`src/rtl/id_ex_pipe_reg.sv`:
```
// Decode -> Execute pipeline register with a valid/ready handshake.
// A main slot drives the Execute side and a one-entry skid slot absorbs the
// beat that arrives in the cycle Execute first stalls, so in_ready can be a
// plain register with no combinational path from out_ready.
// Two saturating counters record stall and bubble cycles.
module id_ex_pipe_reg #(
    parameter int DATA_W     = 32,
    parameter int NUM_SRC    = 2,
    parameter int REG_ADDR_W = 4,
    parameter int CTRL_W     = 8,
    parameter int CNT_W      = 16
) (
    input  logic                      clk,
    input  logic                      reset,
    input  logic                      flush,
    input  logic                      in_valid,
    output logic                      in_ready,
    input  logic [NUM_SRC*DATA_W-1:0] in_rd,
    input  logic [DATA_W-1:0]         in_imm,
    input  logic [REG_ADDR_W-1:0]     in_wa,
    input  logic [CTRL_W-1:0]         in_ctrl,
    input  logic [3:0]                in_cond,
    input  logic [3:0]                in_flags,
    output logic                      out_valid,
    input  logic                      out_ready,
    output logic [NUM_SRC*DATA_W-1:0] out_rd,
    output logic [DATA_W-1:0]         out_imm,
    output logic [REG_ADDR_W-1:0]     out_wa,
    output logic [CTRL_W-1:0]         out_ctrl,
    output logic [3:0]                out_cond,
    output logic [3:0]                out_flags,
    input  logic                      cnt_clr,
    output logic [CNT_W-1:0]          stall_cnt,
    output logic [CNT_W-1:0]          bubble_cnt
);

    // Packed payload layout: {rd, imm, wa, ctrl, cond, flags}
    localparam int RD_W     = NUM_SRC * DATA_W;
    localparam int FLAGS_LO = 0;
    localparam int COND_LO  = 4;
    localparam int CTRL_LO  = 8;
    localparam int WA_LO    = CTRL_LO + CTRL_W;
    localparam int IMM_LO   = WA_LO + REG_ADDR_W;
    localparam int RD_LO    = IMM_LO + DATA_W;
    localparam int PL_W     = RD_LO + RD_W;

    localparam logic [CNT_W-1:0] CNT_MAX = {CNT_W{1'b1}};
    localparam logic [CNT_W-1:0] CNT_ONE = {{(CNT_W-1){1'b0}}, 1'b1};

    // Slot state
    logic              m_valid_r;
    logic              s_valid_r;
    logic [PL_W-1:0]   m_pl_r;
    logic [PL_W-1:0]   s_pl_r;
    logic              in_ready_r;
    logic [CNT_W-1:0]  stall_cnt_r;
    logic [CNT_W-1:0]  bubble_cnt_r;

    // Combinational control
    logic              accept_s;
    logic              pop_s;
    logic              m_valid_n_s;
    logic              s_valid_n_s;
    logic              m_load_s;
    logic              m_from_skid_s;
    logic              s_load_s;
    logic [PL_W-1:0]   in_pl_s;
    logic [PL_W-1:0]   m_pl_n_s;
    logic              stall_evt_s;
    logic              bubble_evt_s;

    assign in_pl_s  = {in_rd, in_imm, in_wa, in_ctrl, in_cond, in_flags};
    assign accept_s = in_valid & in_ready_r;
    assign pop_s    = m_valid_r & out_ready;

    // Slot next-state: refill main from skid first, otherwise from input; flush empties both
    always_comb begin
        m_valid_n_s   = m_valid_r;
        s_valid_n_s   = s_valid_r;
        m_load_s      = 1'b0;
        m_from_skid_s = 1'b0;
        s_load_s      = 1'b0;
        if (flush) begin
            m_valid_n_s = 1'b0;
            s_valid_n_s = 1'b0;
        end else if (!m_valid_r || pop_s) begin
            if (s_valid_r) begin
                m_valid_n_s   = 1'b1;
                s_valid_n_s   = 1'b0;
                m_load_s      = 1'b1;
                m_from_skid_s = 1'b1;
            end else if (accept_s) begin
                m_valid_n_s = 1'b1;
                m_load_s    = 1'b1;
            end else begin
                m_valid_n_s = 1'b0;
            end
        end else begin
            if (accept_s && !s_valid_r) begin
                s_valid_n_s = 1'b1;
                s_load_s    = 1'b1;
            end else begin
                s_valid_n_s = s_valid_r;
            end
        end
    end

    // Main slot load source select
    always_comb begin
        if (m_from_skid_s) begin
            m_pl_n_s = s_pl_r;
        end else begin
            m_pl_n_s = in_pl_s;
        end
    end

    // Valid bits and registered in_ready (ready whenever the skid slot will be empty)
    always_ff @(posedge clk or negedge reset) begin
        if (!reset) begin
            m_valid_r  <= 1'b0;
            s_valid_r  <= 1'b0;
            in_ready_r <= 1'b1;
        end else begin
            m_valid_r  <= m_valid_n_s;
            s_valid_r  <= s_valid_n_s;
            in_ready_r <= ~s_valid_n_s;
        end
    end

    // Main slot payload
    always_ff @(posedge clk or negedge reset) begin
        if (!reset) begin
            m_pl_r <= {PL_W{1'b0}};
        end else if (m_load_s) begin
            m_pl_r <= m_pl_n_s;
        end else begin
            m_pl_r <= m_pl_r;
        end
    end

    // Skid slot payload
    always_ff @(posedge clk or negedge reset) begin
        if (!reset) begin
            s_pl_r <= {PL_W{1'b0}};
        end else if (s_load_s) begin
            s_pl_r <= in_pl_s;
        end else begin
            s_pl_r <= s_pl_r;
        end
    end

    assign stall_evt_s  = m_valid_r & ~out_ready;
    assign bubble_evt_s = ~m_valid_r;

    // Saturating stall counter; clear has priority over increment
    always_ff @(posedge clk or negedge reset) begin
        if (!reset) begin
            stall_cnt_r <= {CNT_W{1'b0}};
        end else if (cnt_clr) begin
            stall_cnt_r <= {CNT_W{1'b0}};
        end else if (stall_evt_s && (stall_cnt_r != CNT_MAX)) begin
            stall_cnt_r <= stall_cnt_r + CNT_ONE;
        end else begin
            stall_cnt_r <= stall_cnt_r;
        end
    end

    // Saturating bubble counter; clear has priority over increment
    always_ff @(posedge clk or negedge reset) begin
        if (!reset) begin
            bubble_cnt_r <= {CNT_W{1'b0}};
        end else if (cnt_clr) begin
            bubble_cnt_r <= {CNT_W{1'b0}};
        end else if (bubble_evt_s && (bubble_cnt_r != CNT_MAX)) begin
            bubble_cnt_r <= bubble_cnt_r + CNT_ONE;
        end else begin
            bubble_cnt_r <= bubble_cnt_r;
        end
    end

    // Outputs; control bits are gated so an empty stage is a harmless bubble
    assign in_ready   = in_ready_r;
    assign out_valid  = m_valid_r;
    assign out_rd     = m_pl_r[RD_LO +: RD_W];
    assign out_imm    = m_pl_r[IMM_LO +: DATA_W];
    assign out_wa     = m_pl_r[WA_LO +: REG_ADDR_W];
    assign out_ctrl   = m_valid_r ? m_pl_r[CTRL_LO +: CTRL_W] : {CTRL_W{1'b0}};
    assign out_cond   = m_pl_r[COND_LO +: 4];
    assign out_flags  = m_pl_r[FLAGS_LO +: 4];
    assign stall_cnt  = stall_cnt_r;
    assign bubble_cnt = bubble_cnt_r;

endmodule

```
`config.mk`:
```
export PLATFORM = sky130hd
export DESIGN_NAME = id_ex_pipe_reg
export DESIGN_NICKNAME = d
export VERILOG_FILES = /design/src/rtl/id_ex_pipe_reg.sv
export SDC_FILE = /design/constraint.sdc
export NUM_CORES = 1
export LEC_CHECK = 0
export ABC_AREA = 0
export CORE_MARGIN = 3
export CORE_UTILIZATION = 40
export DETAILED_ROUTE_END_ITERATION = 10
export PLACE_DENSITY = 0.7
export SYNTH_ARGS = -nofsm -noshare
export SYNTH_HDL_FRONTEND = slang
export SYNTH_SLANG_ARGS = --single-unit
```
`constraint.sdc`:
```
create_clock -name clk -period 3.3 [get_ports clk]
set_input_delay 0.99 -clock clk [delete_from_list [all_inputs] [get_ports clk]]
set_output_delay 0.99 -clock clk [all_outputs]
set_load 0.005 [all_outputs]
```
==> qor.yml, run 1 <==
dr.pass1.iters: 4
clockBufferDepth: 3
post_cts_buffers: 0
grt_start_max_net_pins: 69
end_kind: "output port"
max_freq_ghz: 0.334
mappedNetlistNets: 1198
grt.overflow.total: 0
areaGrowthSynthToFinish_pct: 28.8
drv_slew: 0
clk_latency_ps: 540
route.detailed.wl_per_inst_microns: 17.1
required_ps: 2310
setup_ws_ps: 310
die_x_microns: 182
p_switching_mw: 2.25
reg2reg_from: "out_valid$_DFFE_PN0P_"
r2r-end: "stall_cnt[8]$_DFFE_PN0P_"
timing.hold.ws_ps: 382
viasPerCell: 5.07
die_area_sq_um: 33100
tns_ps: 0
cts-root-buf: "clkbuf_16"
drc: 0
fin_nets: 1363
finClkSkew_ps: 11.2
synth_cells: 1074
grt_pass1_wl_mm: 46.3
p_leak_nw: 7.22
routabilityCongestion: 0.815
cts_tree: "built"
final_cell_mix: "clkdlybuf4s50_1, dfrtp_1, a21oi_1"
slew_headroom: 0.568
synth_edf_count: 0
portBuffers: 271
htree_levels: 1
yosysSeqAreaShare: 0.539
worstPathCellList: "and2_1 -> clkdlybuf4s50_1"
seqPwrFrac: 0.456
wl_mm: 28.2
stdcell_count: 1653
worstSetupStartpoint: "out_valid$_DFFE_PN0P_"
maxCapViolations: 0
cts_resized: 0
max_stage_delay_ps: 680
ir_drop_mv: 0.413
cp.arrival_ps: 2000
cts_hold_buffers: 0
status: "completed"
drive_gt1_frac: 0.169
fin_crit_ps: 2990
dp_slack_ps: 281
tightestPinTransition_ps: 632
fin_crit_sh: 0.906
crit_fanout: 16
grt_pass1_vias: 8559
p_comb_frac: 0.173
final_common_cell: "clkdlybuf4s50_1"
avgSynthCellArea_sq_um: 11.5
reg2reg_depth: 4
regToRegSetupSlack_ps: 990
cts_sinks: 267
dr.first_iter.drc_count: 411
cpMaxStageDelayCell: "dfrtp_1"
synth_top_cells_by_area: "dfrtp_1, mux2_2, mux2i_1"
antenna_found_initial: 2
cts.clk_slew.worst_paths_ps: 60
yosys.area.top_type: "dfrtp_1"
critPathLaunchType: "flop"
power_mw: 9.33
rows: 63
hpwl_mm: 19.4
dr_total_vias: 8379
start_util: 0.411
p_int_mw: 7.09
p_clk_frac: 0.372
grtUsageTotal: 0.168
hold_viol_final: 0
synth_top_area_frac: 0.537
final_antenna_net_count: 0
async_reset_ff_frac: 1.00
power.density_nw_per_um2: 585
core_area_sq_um: 30100
setup_viol: 0
syn_area_sq_um: 12400
crit_type: "reg2out"
dpl.cell_count: 1597
yosysWarningCount: 0
n_antenna_cell: 0
ioPinCount: 272
die_h_microns: 182
cts_buffers: 30
rsz0062_at_grt: "no"
synth.distinct_cells: 47
sw_frac_of_total: 0.241
synthFlopType: "dfrtp_1"
ys_ff_latch: 267
hold_path_class: "in2async"
[metrics by stage]
step	util	cell area [sq um]
final	0.530	16000
after global routing	0.530	16000
after CTS	0.530	16000
after detailed placement	0.495	14900
after global placement	0.495	14900
after floorplan	-	12400
[worst max-delay path by stage]
stage / to / depth (start not counted)
floorplan: s_pl_r[100]$_DFFE_PN0P_ / 5
global placement: s_pl_r[53]$_DFFE_PN0P_ / 6
detailed placement: stall_cnt[8]$_DFFE_PN0P_ / 5
CTS: out_ctrl[1] / 2
global route: out_ctrl[1] / 2
finish: out_ctrl[1] / 2
[registers in the layout (all words and copies together), names as in the netlist]
name        flops
out_valid       1
m_pl_r        116
bubble_cnt     16
stall_cnt      16
in_ready        1
s_pl_r        116
s_valid_r       1
[per-layer routing]
metal,vias up,GRT usage,wire length [microns]
li1,3989,-,-
met1,4097,0.230,12400
met2,245,0.265,12800
met3,44,0.0505,2390
met4,4,0.0344,605
met5,-,0,16
[kinds of logic after synthesis]
family / synth area share
compound gates: 0.0725
xor+xnor: 0.000707
fa+ha+maj: 0.00202
buf+inv: 0.0938
flops: 0.539
mux: 0.204
simple gates: 0.0871
[Yosys cell counts (2+ instances only)]
| cell | number |
|---|---|
| a211oi_1 | 2 |
| a21oi_1 | 137 |
| and2_1 | 8 |
| and3_1 | 2 |
| and4_1 | 2 |
| buf_2 | 38 |
| buf_4 | 117 |
| clkbuf_1 | 11 |
| clkbuf_4 | 3 |
| dfrtp_1 | 266 |
| ha_1 | 2 |
| inv_1 | 8 |
| mux2_2 | 120 |
| mux2i_1 | 118 |
| nand2_1 | 12 |
| nand2b_1 | 2 |
| nand3_1 | 10 |
| nand4_1 | 10 |
| nor2_1 | 126 |
| nor2b_1 | 4 |
| nor3_1 | 8 |
| nor3b_1 | 2 |
| nor4_1 | 7 |
| o21ai_0 | 11 |
| o31ai_1 | 9 |
| or3_1 | 10 |
| or4_1 | 9 |
[power by group through the flow]
stage	Clock [mW]	Sequential [mW]	Combinational [mW]
floorplan	0	4.20	1.07
global placement	0	4.28	1.59
detailed placement	0	4.31	1.63
CTS	3.58	4.25	1.64
global route	3.72	4.34	1.78
finish	3.47	4.25	1.61
[critical path: cells and delay by family, from the launching register on]
kind	cells	cell delay, ps
DFF	1	680
buffers and inverters	1	540
and+or+nand+nor	1	230
[layout make-up]
type                       count  area (sq um)
sequential                   267          6680
clock buffer                  40           870
multi-input combinational    630          4560
timing repair buffer         302          3150
clock inverter                16           185
inverter                       8          30.0
tap                          390           488
fill                        2609         14100
Note: power is estimated with default switching activity, not from simulation.
==> inputs of run 2 (changes only) <==
--- a/config.mk
+++ b/config.mk
@@ -7,9 +7,10 @@
 export LEC_CHECK = 0
 export ABC_AREA = 0
 export CORE_MARGIN = 3
-export CORE_UTILIZATION = 40
+export CORE_UTILIZATION = 50
+export CTS_BUF_LIST = sky130_fd_sc_hd__clkbuf_8
 export DETAILED_ROUTE_END_ITERATION = 10
-export PLACE_DENSITY = 0.7
+export PLACE_DENSITY = 0.78
 export SYNTH_ARGS = -nofsm -noshare
 export SYNTH_HDL_FRONTEND = slang
 export SYNTH_SLANG_ARGS = --single-unit
==> qor.yml, run 2 (same netlist as run 1, synthesis figures left out) <==
status: "completed"
fillers: 1832
cts_buffers: 44
clk_latency_ps: 520
fin_crit_ps: 2990
power.density_nw_per_um2: 551
route.detailed.wl_per_inst_microns: 17.6
cts_hold_buffers: 0
cts-root-buf: "clkbuf_8"
required_ps: 2310
die_h_microns: 163
tns_ps: 0
dr.pass1.iters: 5
ir_drop_mv: 0.271
design_area_sq_um: 15600
finClkSkew_ps: 16.0
max_stage_delay_ps: 690
die_x_microns: 163
setup_viol: 0
cp.arrival_ps: 2000
cts_resized: 0
crit_type: "reg2out"
clockBufferDepth: 3
stdcell_count: 1601
start_util: 0.518
rows: 56
die_area_sq_um: 26700
tightestPinTransition_ps: 805
viasPerCell: 5.34
placed_area_sq_um: 14800
cpMaxStageDelayCell: "dfrtp_1"
drv_slew: 0
seqCellArea_sq_um: 6680
final_antenna_net_count: 0
grtUsageTotal: 0.211
worstPathCellList: "and2_1 -> clkdlybuf4s50_1"
routabilityCongestion: 0.812
drive_gt1_frac: 0.168
slew_headroom: 0.462
grt_pass1_vias: 8630
multi_input_area_sq_um: 4560
rsz0062_at_grt: "no"
fin_nets: 1375
hold_path_class: "in2async"
dr.first_iter.drc_count: 499
end_kind: "output port"
final_common_cell: "clkdlybuf4s50_1"
post_cts_buffers: 0
setup_ws_ps: 313
fin_crit_sh: 0.905
hpwl_mm: 19.4
cts_sinks: 267
htree_levels: 2
antenna_found_initial: 5
dp_slack_ps: 353
max_freq_ghz: 0.335
grt_pass1_wl_mm: 45.4
ioPinCount: 272
critPathLaunchType: "flop"
dr_total_vias: 8546
cts.clk_slew.worst_paths_ps: 60
portBuffers: 271
grt_start_max_net_pins: 63
final_cell_mix: "clkdlybuf4s50_1, dfrtp_1, a21oi_1"
crit_fanout: 16
areaGrowthSynthToFinish_pct: 25.9
p_leak_nw: 7.18
core_area_sq_um: 23900
wl_mm: 28.2
top_regs: "m_pl_r: 116 flops, s_pl_r: 116 flops"
dpl.cell_count: 1524
grt.overflow.total: 0
maxCapViolations: 0
hold_viol_final: 0
drc: 0
cts_tree: "built"
## run 2: stage by stage
stage                     utilization  hold WS, ps  total power [mW]
after CTS                       0.653          402              8.72
final                           0.653          414              8.60
after global placement          0.617          488              5.86
after global routing            0.653          416              9.08
after floorplan                     -          480              5.27
after detailed placement        0.617          494              5.94
## run 2: layer usage
layer,part of all wire,GRT usage
met1,0.43,0.284
met2,0.46,0.330
met3,0.088,0.0692
met4,0.021,0.0573
met5,0.0020,0
## run 2: worst max-delay path: cells and delay by family (launching register included)
| family | cells | cell delay (ps) |
|---|---|---|
| buffers and inverters | 1 | 520 |
| DFF | 1 | 690 |
| and+or+nand+nor | 1 | 260 |
## run 2: final cells by class
class / count / share of cell area
Clock inverter: 21 / 0.00522
Tap cell: 319 / 0.0256
Clock buffer: 55 / 0.0485
Antenna cell: 1 / 0.000160
Sequential cell: 267 / 0.429
Multi-Input combinational cell: 630 / 0.292
Inverter: 8 / 0.00193
Timing Repair Buffer: 300 / 0.198
## run 2: power by group
group	internal (mW)	total [mW]	switching [mW]
Clock	1.49	2.73	1.24
Combinational	1.02	1.61	0.587
Sequential	3.91	4.26	0.350
Total	6.42	8.60	2.18
## run 2: path summary, 6_finish.rpt
check	from	end	slack, ps	cells past startpoint
max	out_valid$_DFFE_PN0P_	out_ctrl[3]	310	2
min	reset	bubble_cnt[13]$_DFFE_PN0P_	410	1
max reg2reg	stall_cnt[0]$_DFFE_PN0P_	stall_cnt[8]$_DFFE_PN0P_	1070	4
min reg2reg	s_pl_r[57]$_DFFE_PN0P_	s_pl_r[57]$_DFFE_PN0P_	500	1
max in group asynchronous	reset	m_pl_r[24]$_DFFE_PN0P_	2160	2
min in group clk	s_pl_r[57]$_DFFE_PN0P_	s_pl_r[57]$_DFFE_PN0P_	500	1
